File: config.mk
export PLATFORM = sky130hd
export DESIGN_NAME = cla_pipe_adder
export DESIGN_NICKNAME = d
export VERILOG_FILES = /design/src/rtl/cla_pkg.sv /design/src/rtl/cla_group4.sv /design/src/rtl/cla_pipe_adder.sv
export SDC_FILE = /design/constraint.sdc
export NUM_CORES = 1
export LEC_CHECK = 0
export ABC_AREA = 0
export BUFFER_PORTS_ARGS = -buffer_cell sky130_fd_sc_hd__clkbuf_2
export CAP_MARGIN = 20
export CORE_MARGIN = 2
export CORE_UTILIZATION = 60
export CTS_BUF_LIST = sky130_fd_sc_hd__clkbuf_16
export DETAILED_ROUTE_END_ITERATION = 8
export GPL_TIMING_DRIVEN = 0
export HOLD_SLACK_MARGIN = 0.03
export PLACE_DENSITY = 0.84
export RECOVER_POWER = 50
export SLEW_MARGIN = 25
export SYNTH_ARGS = -nofsm -noshare
export SYNTH_HDL_FRONTEND = slang
export SYNTH_SLANG_ARGS = --single-unit
File: constraint.sdc
create_clock -name clk_i -period 4.4 [get_ports clk_i]
set_input_delay 0.66 -clock clk_i [delete_from_list [all_inputs] [get_ports clk_i]]
set_output_delay 0.66 -clock clk_i [all_outputs]
set_load 0.02 [all_outputs]
File: src/rtl/cla_pkg.sv
// Shared constants and helpers for the pipelined carry-lookahead adder.
// Optional feature macro: CLA_FLAGS_EN (signed-overflow and zero flags).
package cla_pkg;

  localparam int unsigned GROUP_W = 4;

  localparam logic OP_ADD = 1'b0;
  localparam logic OP_SUB = 1'b1;

  // Group generate/propagate pair produced by one 4-bit lookahead group
  typedef struct packed {
    logic gg;
    logic gp;
  } cla_gen_t;

  // Number of 4-bit groups in a WIDTH-bit operand
  function automatic int unsigned cla_num_groups(input int unsigned width);
    return width / GROUP_W;
  endfunction

  // Group generate/propagate from 4 bit-level g/p pairs
  function automatic cla_gen_t cla_group_gen(input logic [GROUP_W-1:0] g,
                                             input logic [GROUP_W-1:0] p);
    cla_gen_t r;
    r.gg = g[3]
         | (p[3] & g[2])
         | (p[3] & p[2] & g[1])
         | (p[3] & p[2] & p[1] & g[0]);
    r.gp = &p;
    return r;
  endfunction

endpackage

File: src/rtl/cla_group4.sv
// 4-bit lookahead carry unit: carries into each bit plus group GG/GP.
// o_c[i] is the carry into bit i of the group (o_c[0] == i_cin).
module cla_group4
  import cla_pkg::*;
(
  input  logic [GROUP_W-1:0] i_g,
  input  logic [GROUP_W-1:0] i_p,
  input  logic               i_cin,
  output logic [GROUP_W-1:0] o_c,
  output logic               o_gg,
  output logic               o_gp
);

  cla_gen_t w_gen;

  // Flattened per-bit carry equations, no ripple inside the group
  assign o_c[0] = i_cin;
  assign o_c[1] = i_g[0] | (i_p[0] & i_cin);
  assign o_c[2] = i_g[1] | (i_p[1] & i_g[0]) | (i_p[1] & i_p[0] & i_cin);
  assign o_c[3] = i_g[2] | (i_p[2] & i_g[1]) | (i_p[2] & i_p[1] & i_g[0])
                | (i_p[2] & i_p[1] & i_p[0] & i_cin);

  assign w_gen = cla_group_gen(i_g, i_p);
  assign o_gg  = w_gen.gg;
  assign o_gp  = w_gen.gp;

endmodule

File: src/rtl/cla_pipe_adder.sv
// Two-stage pipelined carry-lookahead adder/subtractor with valid/ready.
// S1 registers bit and group generate/propagate, S2 resolves carries via a
// flattened group-level prefix and registers the result.
// Optional feature macro: CLA_FLAGS_EN adds ovf_o/zero_o.
module cla_pipe_adder
  import cla_pkg::*;
#(
  parameter int unsigned WIDTH = 32
) (
  input  logic             clk_i,
  input  logic             rst_i,
  input  logic             in_valid_i,
  output logic             in_ready_o,
  input  logic [WIDTH-1:0] a_i,
  input  logic [WIDTH-1:0] b_i,
  input  logic             cin_i,
  input  logic             sub_i,
  output logic             out_valid_o,
  input  logic             out_ready_i,
  output logic [WIDTH-1:0] sum_o,
  output logic             cout_o
`ifdef CLA_FLAGS_EN
  ,
  output logic             ovf_o,
  output logic             zero_o
`endif
);

  localparam int unsigned NG  = cla_num_groups(WIDTH);
  localparam int unsigned MSB = WIDTH - 1;

  // ---------------- S1 combinational ----------------
  logic [WIDTH-1:0] w_bx;
  logic [WIDTH-1:0] w_g;
  logic [WIDTH-1:0] w_p;
  logic             w_cin;
  logic [NG-1:0]    w_gg;
  logic [NG-1:0]    w_gp;

  // ---------------- S1 registers ----------------
  logic             r_s1_valid;
  logic [WIDTH-1:0] r_s1_g;
  logic [WIDTH-1:0] r_s1_p;
  logic [NG-1:0]    r_s1_gg;
  logic [NG-1:0]    r_s1_gp;
  logic             r_s1_cin;
`ifdef CLA_FLAGS_EN
  logic             r_s1_a_msb;
  logic             r_s1_b_msb;
`endif

  // ---------------- S2 combinational ----------------
  logic [NG:0]      w_gc;
  logic [WIDTH-1:0] w_c;
  logic [WIDTH-1:0] w_sum;
  logic [NG-1:0]    w_s2_gg;
  logic [NG-1:0]    w_s2_gp;
`ifdef CLA_FLAGS_EN
  logic             w_ovf;
  logic             w_zero;
`endif

  // ---------------- Output registers ----------------
  logic             r_out_valid;
  logic [WIDTH-1:0] r_sum;
  logic             r_cout;
`ifdef CLA_FLAGS_EN
  logic             r_ovf;
  logic             r_zero;
`endif

  // ---------------- Handshake ----------------
  logic w_s1_adv;
  logic w_accept;

  // S1 moves forward whenever the output stage is empty or being drained
  assign w_s1_adv   = r_s1_valid & (~r_out_valid | out_ready_i);
  assign in_ready_o = ~r_s1_valid | w_s1_adv;
  assign w_accept   = in_valid_i & in_ready_o;

  // Subtract is A + ~B + 1; cin_i is ignored in that mode
  assign w_bx  = (sub_i == OP_SUB) ? ~b_i : b_i;
  assign w_cin = (sub_i == OP_SUB) ? 1'b1 : cin_i;
  assign w_g   = a_i & w_bx;
  assign w_p   = a_i ^ w_bx;

  // Per-group GG/GP ahead of the S1 register
  for (genvar k = 0; k < NG; k++) begin : g_s1_grp
    cla_gen_t w_gen;
    assign w_gen   = cla_group_gen(w_g[k*GROUP_W +: GROUP_W], w_p[k*GROUP_W +: GROUP_W]);
    assign w_gg[k] = w_gen.gg;
    assign w_gp[k] = w_gen.gp;
  end

  // S1 pipeline register: operand-derived g/p, group GG/GP, effective cin
  always_ff @(posedge clk_i) begin
    if (rst_i) begin
      r_s1_valid <= 1'b0;
      r_s1_g     <= '0;
      r_s1_p     <= '0;
      r_s1_gg    <= '0;
      r_s1_gp    <= '0;
      r_s1_cin   <= 1'b0;
`ifdef CLA_FLAGS_EN
      r_s1_a_msb <= 1'b0;
      r_s1_b_msb <= 1'b0;
`endif
    end else begin
      if (w_accept) begin
        r_s1_valid <= 1'b1;
        r_s1_g     <= w_g;
        r_s1_p     <= w_p;
        r_s1_gg    <= w_gg;
        r_s1_gp    <= w_gp;
        r_s1_cin   <= w_cin;
`ifdef CLA_FLAGS_EN
        r_s1_a_msb <= a_i[MSB];
        r_s1_b_msb <= w_bx[MSB];
`endif
      end else if (w_s1_adv) begin
        r_s1_valid <= 1'b0;
      end
    end
  end

  // Group carry-ins as a flattened prefix: each C[k+1] is a sum of products
  // over GG/GP of groups 0..k and cin, with no group-to-group ripple
  always_comb begin
    logic v_acc;
    logic v_prod;
    w_gc    = '0;
    v_acc   = 1'b0;
    v_prod  = 1'b1;
    w_gc[0] = r_s1_cin;
    for (int unsigned k = 0; k < NG; k++) begin
      v_acc = 1'b0;
      for (int unsigned j = 0; j <= k; j++) begin
        v_prod = r_s1_gg[j];
        for (int unsigned m = j + 1; m <= k; m++) begin
          v_prod = v_prod & r_s1_gp[m];
        end
        v_acc = v_acc | v_prod;
      end
      v_prod = r_s1_cin;
      for (int unsigned m = 0; m <= k; m++) begin
        v_prod = v_prod & r_s1_gp[m];
      end
      w_gc[k+1] = v_acc | v_prod;
    end
  end

  // Bit carries inside each group from its resolved carry-in
  for (genvar k = 0; k < NG; k++) begin : g_s2_grp
    cla_group4 u_grp (
      .i_g   (r_s1_g[k*GROUP_W +: GROUP_W]),
      .i_p   (r_s1_p[k*GROUP_W +: GROUP_W]),
      .i_cin (w_gc[k]),
      .o_c   (w_c[k*GROUP_W +: GROUP_W]),
      .o_gg  (w_s2_gg[k]),
      .o_gp  (w_s2_gp[k])
    );
  end

  // Group GG/GP already arrive registered from S1; the S2 copies are not needed
  logic w_unused_s2;
  assign w_unused_s2 = ^{w_s2_gg, w_s2_gp};

  assign w_sum = r_s1_p ^ w_c;

`ifdef CLA_FLAGS_EN
  // Signed overflow: like-signed operands producing an opposite-signed sum
  assign w_ovf  = (r_s1_a_msb == r_s1_b_msb) & (w_sum[MSB] != r_s1_a_msb);
  assign w_zero = ~|w_sum;
`endif

  // Output stage: load on S1 advance, hold while stalled, empty on pop
  always_ff @(posedge clk_i) begin
    if (rst_i) begin
      r_out_valid <= 1'b0;
      r_sum       <= '0;
      r_cout      <= 1'b0;
`ifdef CLA_FLAGS_EN
      r_ovf       <= 1'b0;
      r_zero      <= 1'b0;
`endif
    end else if (w_s1_adv) begin
      r_out_valid <= 1'b1;
      r_sum       <= w_sum;
      r_cout      <= w_gc[NG];
`ifdef CLA_FLAGS_EN
      r_ovf       <= w_ovf;
      r_zero      <= w_zero;
`endif
    end else if (out_ready_i) begin
      r_out_valid <= 1'b0;
    end
  end

  assign out_valid_o = r_out_valid;
  assign sum_o       = r_sum;
  assign cout_o      = r_cout;
`ifdef CLA_FLAGS_EN
  assign ovf_o       = r_ovf;
  assign zero_o      = r_zero;
`endif

endmodule

==> results.yml <==
run_status:
  status: "finished, final reports clean"
timing:
  max_clock_freq_mhz: 399
  rsz0062_at_grt: "false"
  slew_headroom_pct: 37.3
  hold_viol_final: 0
  fin_tns_setup_ps: 0
  skew_ps: 8.69
  setup_viol: 0
  finalCritPeriodShare_pct: 56.9
  final.min_clock_period_ps: 2500
  slew_viol_final: 0
  worstMarginPinSlew_ps: 940
cts:
  path_clk_slew_ps: 70
  post_cts_buffers: 0
  numCtsBuffers: 9
  clockRootBuffer: "clkbuf_16"
  holdBufCountCts: 0
  clock_path_buffers: 2
  cts_tree: "built"
  post_cts_resized: 0
  h-tree-depth: 3
  cts.sinks: 108
  clock_latency_ps: 340
critical_path:
  worst-r2r-cell-count: 7
  worst-r2r-setup-slack_ps: 2120
  crit_start: "sub_i"
  startpoint_type: "input port"
  cp_num_cells: 7
  critical_path.reg2reg.endpoint: "sum_o[11]"
  cp-end-kind: "flip-flop"
  cp.required_ps: 4660
  rr_startpoint: "out_valid_o"
  path_buf_inv: 2
  worstPathMaxFanout: 10
  critPathTopFamily: "buffers and inverters"
  cp.arrival_ps: 2770
  max_stage_delay_ps: 760
  crit_chain: "clkbuf_1, buf_1, xor2_1, ha_1, and4_1, nand2_1, a21oi_1"
  crit_type: "input port to flip-flop"
  critPathSlowestCell: "buf_1"
yosys:
  synth-edff-count: 0
  synthCells: 678
  synth_area_um2: 5450
  ys.flop_type: "dfxtp_1"
  ys_ff_latch: 108
  syn_nets: 788
  seq_area_frac_synth_pct: 39.6
  avgSynthCellArea_um2: 8.04
  ys_types: 54
  ys_warn_count: 0
  async_flop_share_pct: 0
cells_and_area:
  fin_nets: 902
  post-route-util_pct: 72.4
  mostFrequentLayoutCell: "nand2_1"
  areaGrowthSynthToFinish_pct: 16.3
  layout_common_cells: "nand2_1 (170), a21oi_1 (111), dfxtp_1 (108)"
  nFillCells: 753
  drive_gt1_share_pct: 11.0
place:
  dpl.hpwl_mm: 12.1
  routabilityCongestion: 0.972
  port_buffers: 103
floorplan:
  die_area_um2: 9870
  fp-row-count: 34
  dieWidth_um: 99.3
  start_util_pct: 62.2
  ios: 105
  die_y_um: 99.3
  coreArea_um2: 8760
detailed_routing:
  drtAntennaViolNets: 0
  routedWlPerCell_um: 18.5
  vias: 5481
  wl_mm: 16.8
  first_pass_iters: 5
  drt_iter0_drc: 446
  drcViolationCount: 0
  avgViaCountPerCell: 6.05
worst_hold_path:
  holdPathStages: 2
  min_to: "sum_o[2]"
  min_from: "sum_o[2]"
  hold_path.class: "flip-flop to flip-flop"
power:
  ir_worst_vdd_v: 0.000195
  p_leak_nw: 2.64
  p_per_area_nw_per_um2: 369
global_route:
  grt_overflow_total: 0
  grt_max_degree: 18
  grt_pass1_vias: 5164
  grtUsageTotal_pct: 33.6
  antenna_found_initial: 1
  grt_pass1_wl_mm: 25.9
run:
  maxCapViolCount: 0
[Yosys cell counts (all sizes together) (2+ instances only)]
| library cell | number | area share [%] |
|---|---|---|
| inv | 4 | 0.28 |
| buf | 8 | 0.60 |
| a2111oi | 3 | 0.85 |
| nand2b | 3 | 0.34 |
| nand3 | 11 | 1.0 |
| nand3b | 3 | 0.41 |
| a21oi | 111 | 10 |
| a211oi | 2 | 0.37 |
| nor3 | 10 | 0.92 |
| dfxtp | 108 | 40 |
| nor4b | 6 | 0.96 |
| and3 | 2 | 0.23 |
| or3 | 4 | 0.46 |
| o2111ai | 2 | 0.32 |
| nor2 | 25 | 1.7 |
| or2 | 2 | 0.23 |
| ha | 40 | 9.2 |
| o21a | 4 | 0.55 |
| o21ai | 27 | 2.5 |
| xnor2 | 9 | 1.4 |
| clkbuf | 32 | 2.2 |
| mux2i | 2 | 0.37 |
| nor2b | 10 | 1.1 |
| nand2 | 170 | 12 |
| a21o | 10 | 1.4 |
| a31oi | 6 | 0.69 |
| and4 | 9 | 1.4 |
| a32o | 2 | 0.37 |
| xor2 | 36 | 5.8 |
[layer usage]
metal	track usage, %	up-vias	wire [µm]
met4	13.6	0	476
met2	56.1	340	7850
li1	-	2575	-
met5	0	-	0
met1	43.7	2517	6580
met3	4.99	49	1850
[per-stage QoR]
step	cell area, µm²	std cells	hold slack, ps	setup slack (ps)	total power, W
2_1_floorplan	5450	678	432	2160	0.00138
3_3_place_gp	6100	889	439	1700	0.00153
3_5_place_dp	6100	889	451	1610	0.00154
4_1_cts	6400	905	459	1950	0.00233
5_1_grt	6340	905	483	1790	0.00242
6_report	6340	906	455	1900	0.00234
[power breakdown]
| group | internal, W | switching [W] | total (W) |
|---|---|---|---|
| clock network | 0.000438 | 0.000361 | 0.000800 |
| registers | 0.00104 | 0.0000580 | 0.00110 |
| logic | 0.000170 | 0.000273 | 0.000443 |
| total | 0.00165 | 0.000692 | 0.00234 |
[cell type report]
class / count / area (µm²) / area share (%)
diodes: 1 / 2.50 / 0.0394
plain buffers: 40 / 150 / 2.37
clock buffers: 9 / 225 / 3.55
clock inverters: 7 / 68.8 / 1.08
inverters: 4 / 15.0 / 0.237
multi-input cells: 526 / 3120 / 49.1
flip-flops and latches: 108 / 2160 / 34.1
well taps: 108 / 135 / 2.13
repair buffers: 103 / 470 / 7.41
[cell families (layout without fill, tap and decap cells)]
logic type,Yosys count,in the layout,share of synthesized area [%]
xor+xnor,45,45,7.23
mux,2,2,0.367
compound gates,180,180,19.5
buf+inv,44,163,3.07
simple gates,259,259,21.1
flops,108,108,39.6
fa+ha+maj,40,40,9.18
other cells,0,1,0
[sequential cells by signal (all words and copies together) (netlist names)]
register	cells
r_s1_gg	8
r_s1_cin	1
cout_o	1
r_s1_p	32
r_s1_valid	1
r_s1_g	24
out_valid_o	1
r_s1_gp	8
sum_o	32
[how the worst max path moves through the flow]
stage                 end  slack [ps]
2_1_floorplan  r_s1_gg[0]        2160
6_report       r_s1_gp[4]        1900
4_1_cts        r_s1_gg[2]        1950
5_1_grt        r_s1_gg[4]        1790
3_3_place_gp   r_s1_gg[3]        1700
3_5_place_dp   r_s1_gg[4]        1610
[worst register-to-register path: stages (launching register included)]
cell      delay [ps]
dfxtp_1          320
nor2b_1          290
nand2b_1         170
clkbuf_1         220
clkbuf_1         540
clkbuf_1         430
nand3_1          140
nand3b_1         120
Power figures use the tool's default switching activity.
